<file path="src/rtl/risc_toy_fetch_queue.sv">
// Instruction fetch front end: a sequential PC, a one-cycle-latency memory
// handshake, and a small in-order queue feeding decode, flushed on redirect.
module risc_toy_fetch_queue #(
  parameter int            AW         = 30,
  parameter int            IW         = 32,
  parameter int            DEPTH      = 4,
  parameter logic [AW-1:0] RESET_ADDR = '0
) (
  input  logic                   CLK,
  input  logic                   RST,
  output logic                   IREQ,
  output logic [AW-1:0]          IADDR,
  input  logic [IW-1:0]          INSTR,
  input  logic                   REDIR,
  input  logic [AW-1:0]          REDIR_ADDR,
  output logic                   OUT_VALID,
  input  logic                   OUT_READY,
  output logic [IW-1:0]          OUT_INSTR,
  output logic [AW-1:0]          OUT_ADDR,
  output logic [$clog2(DEPTH):0] COUNT
);

  localparam int PW = $clog2(DEPTH);
  localparam int CW = PW + 1;
  localparam logic [CW-1:0] FULL_CNT = CW'(DEPTH);
  localparam logic [CW:0]   FULL_OCC = (CW + 1)'(DEPTH);

  typedef struct packed {
    logic [IW-1:0] instr;
    logic [AW-1:0] addr;
  } entry_t;

  logic [AW-1:0] pc;
  logic          inflight;
  logic [AW-1:0] req_addr;
  entry_t        mem [DEPTH];
  logic [PW-1:0] rd_ptr;
  logic [PW-1:0] wr_ptr;
  logic [CW-1:0] count;
  logic          pop;
  logic          push;
  logic [CW:0]   occupancy;

  assign IADDR     = pc;
  assign COUNT     = count;
  assign OUT_VALID = (count != '0);
  assign OUT_INSTR = mem[rd_ptr].instr;
  assign OUT_ADDR  = mem[rd_ptr].addr;

  // NOTE: every signal of this block is assigned on every pass, so no latch can form.
  always_comb begin
    pop       = OUT_VALID & OUT_READY & ~REDIR;
    push      = inflight & ~REDIR & ~RST;
    // Entries held plus the one landing next cycle, less the one leaving now.
    occupancy = {1'b0, count} + {{CW{1'b0}}, inflight} - {{CW{1'b0}}, pop};
    IREQ      = ~RST & ~REDIR & (occupancy < FULL_OCC);
  end

  // NOTE: sequential state uses <= so every register samples pre-edge values.
  always_ff @(posedge CLK) begin
    if (RST) begin
      pc       <= RESET_ADDR;
      inflight <= 1'b0;
      count    <= '0;
      rd_ptr   <= '0;
      wr_ptr   <= '0;
    end else if (REDIR) begin
      pc       <= REDIR_ADDR;
      inflight <= 1'b0;
      count    <= '0;
      rd_ptr   <= '0;
      wr_ptr   <= '0;
    end else begin
      if (IREQ) pc <= pc + AW'(1);
      inflight <= IREQ;
      if (push) wr_ptr <= wr_ptr + PW'(1);
      if (pop)  rd_ptr <= rd_ptr + PW'(1);
      case ({push, pop})
        2'b10:   count <= count + CW'(1);
        2'b01:   count <= count - CW'(1);
        default: count <= count;
      endcase
    end
  end

  // NOTE: the storage array and request-address latch are not reset; COUNT gates every read.
  always_ff @(posedge CLK) begin
    if (IREQ) req_addr <= pc;
    if (push) mem[wr_ptr] <= '{instr: INSTR, addr: req_addr};
  end

  // A push into a full queue is only legal when the head leaves in the same cycle.
  no_overflow: assert property (@(posedge CLK) disable iff (RST)
    push |-> ((count != FULL_CNT) || pop));

endmodule

</file>
<file path="config.mk">
export PLATFORM = sky130hd
export DESIGN_NAME = risc_toy_fetch_queue
export DESIGN_NICKNAME = d
export VERILOG_FILES = /design/src/rtl/risc_toy_fetch_queue.sv
export SDC_FILE = /design/constraint.sdc
export NUM_CORES = 1
export LEC_CHECK = 0
export CORE_MARGIN = 5
export CORE_UTILIZATION = 45
export DETAILED_ROUTE_END_ITERATION = 10
export PLACE_DENSITY = 0.67
export SLEW_MARGIN = 25
export SYNTH_ARGS = -nofsm -noshare
export SYNTH_HDL_FRONTEND = slang
export SYNTH_SLANG_ARGS = --single-unit
export TNS_END_PERCENT = 50
</file>
<file path="constraint.sdc">
create_clock -name CLK -period 7 [get_ports CLK]
set_input_delay 1.4 -clock CLK [delete_from_list [all_inputs] [get_ports CLK]]
set_output_delay 1.4 -clock CLK [all_outputs]
set_load 0.02 [all_outputs]
</file>
==> reports/results.ini, run 1 <==
[status]
outcome = finished clean

[timing]
hold_viol_final = 0
finalSetupViolCount = 0
drv_slew = 0
post-route-period-util = 0.841
grt_setup_unrepaired = false
period_minus_slack_ns = 5.89
aggregate_negative_setup_slack_ns = 0
max_slew_margin = 0.295
max_slew.worst_pin.slew_ns = 1.05
fin_skew_ns = 0.0115
achievable-frequency_mhz = 170

[route]
route.detailed.drc = 0
routed_wirelength_um = 25200
post_drt_via_cell_ratio = 5.50
drt_pre_antenna_iters = 5
routed_wire_length_per_instance_um = 21.7
ant_nets = 0
vias = 6380
detail_route.iter0.violations = 411

[power]
comb_power_share = 0.044
power_frac_clock = 0.401
power_switching_w = 0.000776
p_leak_nw = 4.74
internal_power_w = 0.00305
pwr-share-seq = 0.555
sw_frac_of_total = 0.203
worst_ir_drop_vdd_v = 0.000144
power-per-cell-area_mw_per_mm2 = 253

[die]
dieHeight_um = 174
die_w_um = 174
floorplan.rows = 60
top_level_ports = 163
initial_standard_cell_utilization_of_the_core = 0.453
core_area_mm2 = 0.0267
overall_die_area_mm2 = 0.0303

[cells_and_area]
register_area_mm2 = 0.00916
flow.area_growth_from_synthesis_pct = 24.8
final_core_util = 0.566
layout.filler_cells = 2041
design.final.nets = 871
share_of_final_layout_standard_cells_stronger_than_drive_strength_1 = 0.160
multi_input_comb_area_mm2 = 0.00281
n_antenna_cell = 0

[global_routing]
grt_pass1_vias = 6789
antenna_found_initial = 0
maximum_number_of_pins_on_one_net_before_global_route_repair = 63
met2_track_utilization_from_global_routing = 0.266
met3_routing_resource_usage_after_global_routing = 0.0409
groute.usage.overall = 0.163
globalRoute.totalOverflow = 0
grt_pass1_wl_um = 39100
global_route.usage.met1 = 0.226
global_route.peak_usage_layer = met2

[clocking]
cts_inserted_buffers = 31
clock_path_buffers = 3
clock_tree_from_tritoncts = built
cts_repair_resize_count = 0
hold_buffers = 0
path_clk_slew_ns = 0.06
ctsHtreeMaxLevel = 1
cts_post_setup_buffers_inserted = 0
clk_root_buffer_cell = clkbuf_16
clock_latency_ns = 0.54
numClockSinks = 318

[synth]
synth_edf_count = 278
ys_dominant_reg_cell = edfxtp_1
synth.area.top_cells = edfxtp_1, mux4_2, dfxtp_1
postSynthNetCount = 698
netlist_area_mm2 = 0.0121
postSynthAreaPerCell_um2 = 19.5
synth_top_area_share = 0.689
synthArstFlopShare = 0
post_synth_inst_count = 622
ys_ff_latch = 318
count_leader_synth = edfxtp_1
synthDistinctLibCells = 44
part_of_the_yosys_area_used_for_sequential_elements = 0.756
yosys-top-cells-count = edfxtp_1, mux4_2, dfxtp_1, nor2_1, clkbuf_1
yosys_warnings = 0
synth_top_cell_by_area = edfxtp_1

[worst_setup_path]
required_ns = 5.60
worst-endpoint-arrival_ns = 4.49
setup.worst_path.start_class = input port
maximum_fanout_count_along_the_critical_path = 20
setup.worst_path.end_class = primary output
startpoint_to_endpoint_class_of_the_critical_path = in -> out

[min_path]
hold_path_class = reg -> reg

[place]
gp_congestion = 0.882
place_hpwl_um = 15300
placement.io_buffers = 162

[job]
drv.max_cap_violation_count = 0

-- placed cells by master, fill, tap and decap left out, types with 11 or more instances in the layout --
cell,Yosys,layout
clkdlybuf4s50_1,0,162
mux4_2,62,62
o21ai_0,12,12
edfxtp_1,278,278
inv_1,15,15
nor2_1,33,32
a211oi_1,11,11
clkbuf_16,0,31
xor2_1,14,14
nand2_1,14,14
dfxtp_1,40,38
-- metal layers --
metal | share of wire | vias to the layer above
met1 | 0.44 | 3235
met5 | 0 | -
met3 | 0.070 | 34
li1 | - | 2882
met4 | 0.016 | 0
met2 | 0.48 | 229
-- worst paths after layout --
check	endpoint	from	slack (ns)	depth (start not counted)
worst max-delay path	IREQ	REDIR	1.11	11
worst min-delay path	mem[2][20]$_DFFE_PP_	req_addr[20]$_DFFE_PP_	0.49	0
worst max register to register	IADDR[13]$_SDFFE_PP0P_	COUNT[2]$_SDFFE_PN0P_	3.61	10
worst min register to register	mem[2][20]$_DFFE_PP_	req_addr[20]$_DFFE_PP_	0.49	0
-- worst max-delay path, cell delays in order --
cell and delay [ns]:
clkdlybuf4s50_1 0.52, inv_1 0.11, and3_1 0.24, ha_1 0.17
inv_1 0.04, ha_1 0.26, and3b_1 0.19, o211a_1 0.53
nor2_1 0.24, nor2_4 0.15, clkdlybuf4s50_1 0.62
-- kinds of logic after synthesis --
| logic type | after synthesis | share of synthesized area |
|---|---|---|
| AO/OA/AOI/OAI | 72 | 0.0429 |
| buffers and inverters | 44 | 0.0147 |
| AND/OR/NAND/NOR | 91 | 0.0423 |
| multiplexers | 65 | 0.118 |
| flip-flops | 318 | 0.756 |
| adder cells (fa/ha/maj) | 10 | 0.0110 |
| XOR/XNOR | 22 | 0.0159 |
-- state kept, by name, indices dropped and copies added (netlist names), named ones only --
signal    flops
wr_ptr        2
rd_ptr        2
COUNT         3
req_addr     30
inflight      1
IADDR        30
mem         248
-- power by group through the flow --
| stage | combinational (W) | clock [W] | sequential (W) |
|---|---|---|---|
| finish | 0.000170 | 0.00153 | 0.00213 |
| CTS | 0.000171 | 0.00158 | 0.00213 |
| detailed placement | 0.000170 | 0 | 0.00217 |
| floorplan | 0.0000561 | 0 | 0.00217 |
| global placement | 0.000166 | 0 | 0.00216 |
| global route | 0.000181 | 0.00165 | 0.00213 |
-- cell type report --
type | instances | area share
Multi-Input combinational cell | 260 | 0.186
Sequential cell | 318 | 0.606
Inverter | 15 | 0.00373
Clock inverter | 17 | 0.00704
Clock buffer | 40 | 0.0555
Tap cell | 341 | 0.0282
Timing Repair Buffer | 169 | 0.114
-- metrics by stage --
stage | hold slack (ns) | total power [W] | instance area, um^2 | worst slack [ns] | cells
after global routing | 0.515 | 0.00396 | 15100 | 0.870 | 1160
after detailed placement | 0.488 | 0.00234 | 14100 | 1.16 | 1100
after floorplan | 0.459 | 0.00222 | 12100 | 1.04 | 622
final | 0.493 | 0.00383 | 15100 | 1.11 | 1160
after CTS | 0.501 | 0.00387 | 15000 | 1.13 | 1157
after global placement | 0.468 | 0.00233 | 14100 | 1.22 | 1100
(Power assumes the default switching activity.)
==> run 2, diff against run 1 <==
==> constraint.sdc (replaced) <==
create_clock -name CLK -period 5.7 [get_ports CLK]
set_input_delay 1.14 -clock CLK [delete_from_list [all_inputs] [get_ports CLK]]
set_output_delay 1.14 -clock CLK [all_outputs]
set_load 0.02 [all_outputs]
==> reports/results.ini, run 2 (synthesis results as in run 1) <==
[status]
outcome = finished clean

[job]
drv.max_cap_violation_count = 0  ; unchanged

[worst_setup_path]
startpoint_to_endpoint_class_of_the_critical_path = in -> out
required_ns = 4.56  ; -1.04 ns
timing.critical_path.from = REDIR
r2r_slack_ns = 2.22  ; -1.39 ns
worst-endpoint-arrival_ns = 3.93  ; -0.56 ns
worst_setup_path_endpoint = IREQ
worst_r2r_path_depth = 11  ; +1
setup.worst_path.end_class = primary output
r2r_end = IADDR[29]$_SDFFE_PP0P_
setup.worst_path.start_class = input port
maximum_fanout_count_along_the_critical_path = 7  ; -65%
reg2reg_from = COUNT[2]$_SDFFE_PN0P_

[global_routing]
grt_pass1_vias = 7009  ; +3.2%
maximum_number_of_pins_on_one_net_before_global_route_repair = 63  ; unchanged
grt_pass1_wl_um = 39500  ; +1.2%
globalRoute.totalOverflow = 0  ; unchanged
groute.usage.overall = 0.166  ; +0.00305
antenna_found_initial = 0  ; unchanged

[clocking]
clk_root_buffer_cell = clkbuf_16
clock_path_buffers = 3  ; unchanged
clock_latency_ns = 0.50  ; -0.04 ns
clock_tree_from_tritoncts = built
cts_repair_resize_count = 0  ; unchanged
cts_post_setup_buffers_inserted = 0  ; unchanged
cts_inserted_buffers = 34  ; +9.7%
path_clk_slew_ns = 0.05  ; about the same
hold_buffers = 0  ; unchanged
ctsHtreeMaxLevel = 2  ; +1
numClockSinks = 318  ; unchanged

[die]
overall_die_area_mm2 = 0.0303  ; unchanged
floorplan.rows = 60  ; unchanged
dieHeight_um = 174  ; unchanged
initial_standard_cell_utilization_of_the_core = 0.453  ; unchanged
die_w_um = 174  ; unchanged
top_level_ports = 163  ; unchanged
core_area_mm2 = 0.0267  ; unchanged

[timing]
fin_skew_ns = 0.0180  ; +0.00644 ns
drv_slew = 0  ; unchanged
max_slew.worst_pin.slew_ns = 1.02  ; -0.0383 ns
hold_viol_final = 0  ; unchanged
worst_slack_ns = 0.629  ; -0.484 ns
max_slew_margin = 0.323  ; +0.0277
post-route-period-util = 0.890
achievable-frequency_mhz = 197
grt_setup_unrepaired = false
period_minus_slack_ns = 5.07
aggregate_negative_setup_slack_ns = 0  ; unchanged
finalSetupViolCount = 0  ; unchanged

[power]
power-per-cell-area_mw_per_mm2 = 321  ; +27%
p_leak_nw = 4.80  ; +1.2%
worst_ir_drop_vdd_v = 0.000207  ; +44%

[min_path]
hold_path_class = reg -> reg
worstHoldPathCells = 0  ; unchanged

[place]
placement.io_buffers = 162  ; unchanged
dp_slack_ns = 0.653  ; -0.507 ns
gp_congestion = 0.839  ; -4.9%
place.detailed.instances = 1103  ; +0.27%
place_hpwl_um = 15400  ; +0.71%
postPlaceCellArea_mm2 = 0.0141  ; +0.16%

[route]
drt_pre_antenna_iters = 5  ; unchanged
routed_wirelength_um = 25200  ; -0.16%
vias = 6393  ; +0.20%
post_drt_via_cell_ratio = 5.49  ; -0.23%
ant_nets = 0  ; unchanged
routed_wire_length_per_instance_um = 21.6  ; -0.59%
route.detailed.drc = 0  ; unchanged
detail_route.iter0.violations = 509  ; +24%

[cells_and_area]
max_flop_register = mem
layout_commonest_cell = edfxtp_1
finish.instance_area_mm2 = 0.0152  ; +0.78%
largest_register_ff_count = 248  ; unchanged
highest_count_cells_in_the_layout_ignoring_fill_and_taps = edfxtp_1, clkdlybuf4s50_1, mux4_2
flow.area_growth_from_synthesis_pct = 25.8
share_of_final_layout_standard_cells_stronger_than_drive_strength_1 = 0.161  ; +0.00146
n_antenna_cell = 0  ; unchanged
final_core_util = 0.570  ; +0.00440
design.final.nets = 876  ; +0.57%
finalNonFillerCells = 1165  ; +0.43%

## run 2: cell count changes in the layout (fill, tap and decap cells not counted), sizes merged
cell    delta
buf        +2
clkbuf     +5
clkinv     -3
inv        +1
## run 2: through the flow
step,hold WS (ns),power [W]
3_5_place_dp,0.484,0.00287
5_1_grt,0.510,0.00505
3_3_place_gp,0.467,0.00286
4_1_cts,0.497,0.00494
2_1_floorplan,0.459,0.00273
6_report,0.497,0.00489
## run 2: area by class of cell
type | count | area, um^2
timing repair buffer | 171 | 1720
fill | 2015 | 11500
inverter | 15 | 56.3
clock inverter | 15 | 95.1
tap | 341 | 427
clock buffer | 45 | 966
multi-input combinational | 260 | 2810
sequential | 318 | 9160
## run 2: layer usage
layer	track usage	routed length, um
met4	0.0501	597
met1	0.223	10800
met3	0.0426	1530
met5	0	0
met2	0.270	12200
## run 2: power by group
part	switching (W)	internal [W]
clock network	0.000831	0.00123
registers	0.0000433	0.00257
logic	0.000104	0.000107
total	0.000978	0.00391
## run 2: worst min-delay path by stage
stage	slack [ns]	startpoint	end
after global placement	0.47	req_addr[7]$_DFFE_PP_	mem[2][7]$_DFFE_PP_
after detailed placement	0.48	req_addr[23]$_DFFE_PP_	mem[2][23]$_DFFE_PP_
after CTS	0.50	req_addr[9]$_DFFE_PP_	mem[0][9]$_DFFE_PP_
after floorplan	0.46	req_addr[0]$_DFFE_PP_	mem[0][0]$_DFFE_PP_
final	0.50	req_addr[9]$_DFFE_PP_	mem[0][9]$_DFFE_PP_
after global routing	0.51	req_addr[9]$_DFFE_PP_	mem[0][9]$_DFFE_PP_
## run 2: worst max-delay path, cell delays in order
cell	delay [ns]
clkdlybuf4s50_1	0.54
inv_1	0.13
and3_1	0.25
ha_1	0.18
inv_1	0.04
ha_1	0.27
and3b_1	0.19
o211a_1	0.23
nor2_1	0.36
nor2_4	0.05
clkdlybuf4s50_1	0.55
==> run 3, diff against run 2 <==
--- a/config.mk
+++ b/config.mk
@@ -5,6 +5,7 @@
 export SDC_FILE = /design/constraint.sdc
 export NUM_CORES = 1
 export LEC_CHECK = 0
+export ABC_AREA = 1
 export CORE_MARGIN = 5
 export CORE_UTILIZATION = 45
 export DETAILED_ROUTE_END_ITERATION = 10
==> reports/results.ini, run 3 <==
[status]
outcome = finished clean

[worst_setup_path]
worst-endpoint-arrival_ns = 3.63  ; -0.30 ns
critPathSlowestCell = clkdlybuf4s50_1
path_cells = clkdlybuf4s50_1 > inv_1 > nand2_1 > nor2_1 > ha_1 > inv_1 > ha_1 > nand3_1 > nand3_1 > nand3_2 > nor2_4 > clkdlybuf4s50_1
startpoint_to_endpoint_class_of_the_critical_path = in -> out
r2r_end = IADDR[2]$_SDFFE_PP0P_
required_ns = 4.56  ; about the same
critical_path.max_stage_delay_ns = 0.62  ; +0.07 ns
setup.worst_path.end_class = primary output
setup.worst_path.start_class = input port
crit_family = buffers and inverters
worst_r2r_path_depth = 15  ; +4
worstPathBufferInverterCount = 4  ; unchanged
maximum_fanout_count_along_the_critical_path = 4  ; -3
reg2reg_from = COUNT[0]$_SDFFE_PN0P_
r2r_slack_ns = 2.84  ; +0.62 ns

[clocking]
clock_latency_ns = 0.50  ; about the same
hold_buffers = 0  ; unchanged
numClockSinks = 318  ; unchanged
cts_repair_resize_count = 0  ; unchanged
clock_tree_from_tritoncts = built
cts_inserted_buffers = 34  ; unchanged
cts_post_setup_buffers_inserted = 0  ; unchanged
clock_path_buffers = 3  ; unchanged
clk_root_buffer_cell = clkbuf_16
path_clk_slew_ns = 0.05  ; about the same
ctsHtreeMaxLevel = 2  ; unchanged

[cells_and_area]
design.final.nets = 1355  ; +55%
layout.filler_cells = 2430  ; +21%
finish.instance_area_mm2 = 0.0161  ; +5.4%
share_of_final_layout_standard_cells_stronger_than_drive_strength_1 = 0.0705  ; -0.0909
largest_register_ff_count = 248  ; unchanged
max_flop_register = mem
flow.area_growth_from_synthesis_pct = 24.4
highest_count_cells_in_the_layout_ignoring_fill_and_taps = edfxtp_1, nor2_1, nand2_1
layout_commonest_cell = edfxtp_1
n_antenna_cell = 0  ; unchanged

[timing]
max_slew.worst_pin.slew_ns = 0.984  ; -0.0320 ns
hold_viol_final = 0  ; unchanged
period_minus_slack_ns = 4.77  ; -0.298 ns
fin_skew_ns = 0.0152  ; -0.00278 ns
finalSetupViolCount = 0  ; unchanged
max_slew_margin = 0.344  ; +0.0213
achievable-frequency_mhz = 210  ; +6.3%
hold_slack_ns = 0.475  ; -0.0222 ns
grt_setup_unrepaired = false
worst_slack_ns = 0.927  ; +0.298 ns
drv_slew = 0  ; unchanged
aggregate_negative_setup_slack_ns = 0  ; unchanged
post-route-period-util = 0.837  ; -0.0524

[place]
placement.io_buffers = 162  ; unchanged
dp_slack_ns = 0.927  ; +0.274 ns
place_hpwl_um = 17100  ; +11%
postPlaceCellArea_mm2 = 0.0149  ; +5.3%
gp_congestion = 0.832  ; -0.80%

[route]
detail_route.iter0.violations = 597  ; +17%
wl_met1_um = 12600  ; +17%
routed_wire_length_per_instance_um = 17.0  ; -21%
met3RoutedLength_um = 2030  ; +33%
met2WireLength_um = 13300  ; +9.5%
drt_pre_antenna_iters = 5  ; unchanged
post_drt_via_cell_ratio = 5.16  ; -5.9%
vias = 8718  ; +36%
ant_nets = 0  ; unchanged
route.detailed.drc = 0  ; unchanged
top_layer = met4
routed_wirelength_um = 28600  ; +14%

[global_routing]
globalRoute.totalOverflow = 0  ; unchanged
groute.usage.overall = 0.178  ; +0.0119
maximum_number_of_pins_on_one_net_before_global_route_repair = 99  ; +57%
grt_pass1_vias = 8662  ; +24%
antenna_found_initial = 0  ; unchanged
grt_pass1_wl_um = 45400  ; +15%

[synth]
synth_edf_count = 278  ; unchanged
part_of_the_yosys_area_used_for_sequential_elements = 0.709  ; -0.0469
synth_top_area_share = 0.647  ; -0.0428
yosys-top-cells-count = edfxtp_1, nor2_1, nand2_1, o21ai_0, o22ai_1
netlist_area_mm2 = 0.0129  ; +6.6%
synth_top_cell_by_area = edfxtp_1
synthArstFlopShare = 0  ; unchanged
yosys_warnings = 0  ; unchanged
ys_ff_latch = 318  ; unchanged
postSynthNetCount = 1200  ; +72%
post_synth_inst_count = 1124  ; +81%
synthDistinctLibCells = 36  ; -18%
postSynthAreaPerCell_um2 = 11.5  ; -41%
synth.area.top_cells = edfxtp_1, dfxtp_1, o21ai_0
ys_dominant_reg_cell = edfxtp_1
count_leader_synth = edfxtp_1

[die]
dieHeight_um = 179  ; +3.1%
top_level_ports = 163  ; unchanged
overall_die_area_mm2 = 0.0322  ; +6.2%
die_w_um = 179  ; +3.1%
floorplan.rows = 62  ; +3.3%
core_area_mm2 = 0.0285  ; +6.8%
initial_standard_cell_utilization_of_the_core = 0.452  ; -0.000863

[power]
worst_ir_drop_vdd_v = 0.000163  ; -21%
fin_total_pwr_w = 0.00513  ; +5.0%
p_leak_nw = 5.52  ; +15%
power-per-cell-area_mw_per_mm2 = 320  ; -0.39%

[min_path]
hold_path_class = reg -> reg
worstHoldPathCells = 2  ; +2
worstHoldStart = rd_ptr[1]$_SDFFE_PN0P_

[job]
drv.max_cap_violation_count = 0  ; unchanged

-- run 3: cell types whose count changed after synthesis, sizes merged, moves of 23 or more --
| cell | before | now |
|---|---|---|
| clkbuf | 19 | 42 |
| nor2 | 34 | 192 |
| nand2 | 14 | 184 |
| inv | 15 | 59 |
| mux4 | 62 | 0 |
| o22ai | 1 | 62 |
| nand3 | 3 | 51 |
| a21oi | 4 | 32 |
| o21ai | 13 | 141 |
-- run 3: where the power goes --
part / switching [W] / total (W) / internal [W]
clock network: 0.000838 / 0.00227 / 0.00143
registers: 0.0000441 / 0.00262 / 0.00257
logic: 0.000135 / 0.000246 / 0.000111
total: 0.00102 / 0.00513 / 0.00412
-- run 3: worst register-to-register path: stages (launching register included) --
cell	delay, ns
dfxtp_1	0.42
nor3_1	0.10
nor2_1	0.26
ha_1	0.21
inv_1	0.05
ha_1	0.29
nand4_1	0.12
nand2_1	0.08
nand2_1	0.07
nand2_2	0.10
inv_1	0.06
nand2_2	0.24
nand2_4	0.20
inv_2	0.33
nand2_1	0.09
a21oi_1	0.17
-- run 3: layout make-up --
class | count | area, um^2 | share of cell area
Clock buffer | 44 | 972 | 0.0605
Clock inverter | 18 | 214 | 0.0133
Inverter | 59 | 223 | 0.0139
Multi-Input combinational cell | 691 | 3300 | 0.205
Sequential cell | 318 | 9150 | 0.570
Tap cell | 384 | 480 | 0.0299
Timing Repair Buffer | 175 | 1720 | 0.107
-- run 3: layer usage --
metal  vias up  track usage
met5         -            0
met4         0       0.0514
met3        42       0.0376
met2       288        0.292
met1      4115        0.243
li1       4273            -
-- run 3: metrics by stage --
| stage | cells | utilization |
|---|---|---|
| CTS | 1689 | 0.563 |
| floorplan | 1124 | - |
| global route | 1689 | 0.563 |
| finish | 1689 | 0.563 |
| detailed placement | 1627 | 0.521 |
| global placement | 1627 | 0.521 |
-- run 3: how the worst max path moves through the flow --
stage | cells after the start | end | startpoint | slack, ns
detailed placement | 12 | IREQ | REDIR | 0.93
global placement | 13 | IREQ | REDIR | 0.98
CTS | 12 | IREQ | REDIR | 0.91
global route | 13 | IREQ | REDIR | 0.71
floorplan | 4 | mem[0][0]$_DFFE_PP_ | REDIR | 1.06
finish | 12 | IREQ | REDIR | 0.93
-- run 3: kinds of logic after synthesis --
logic type	Yosys count	share of synthesized area
AND/OR/NAND/NOR	436	0.139
flip-flops	318	0.709
AO/OA/AOI/OAI	243	0.102
buffers and inverters	115	0.0382
adder cells (fa/ha/maj)	10	0.0103
XOR/XNOR	2	0.00136
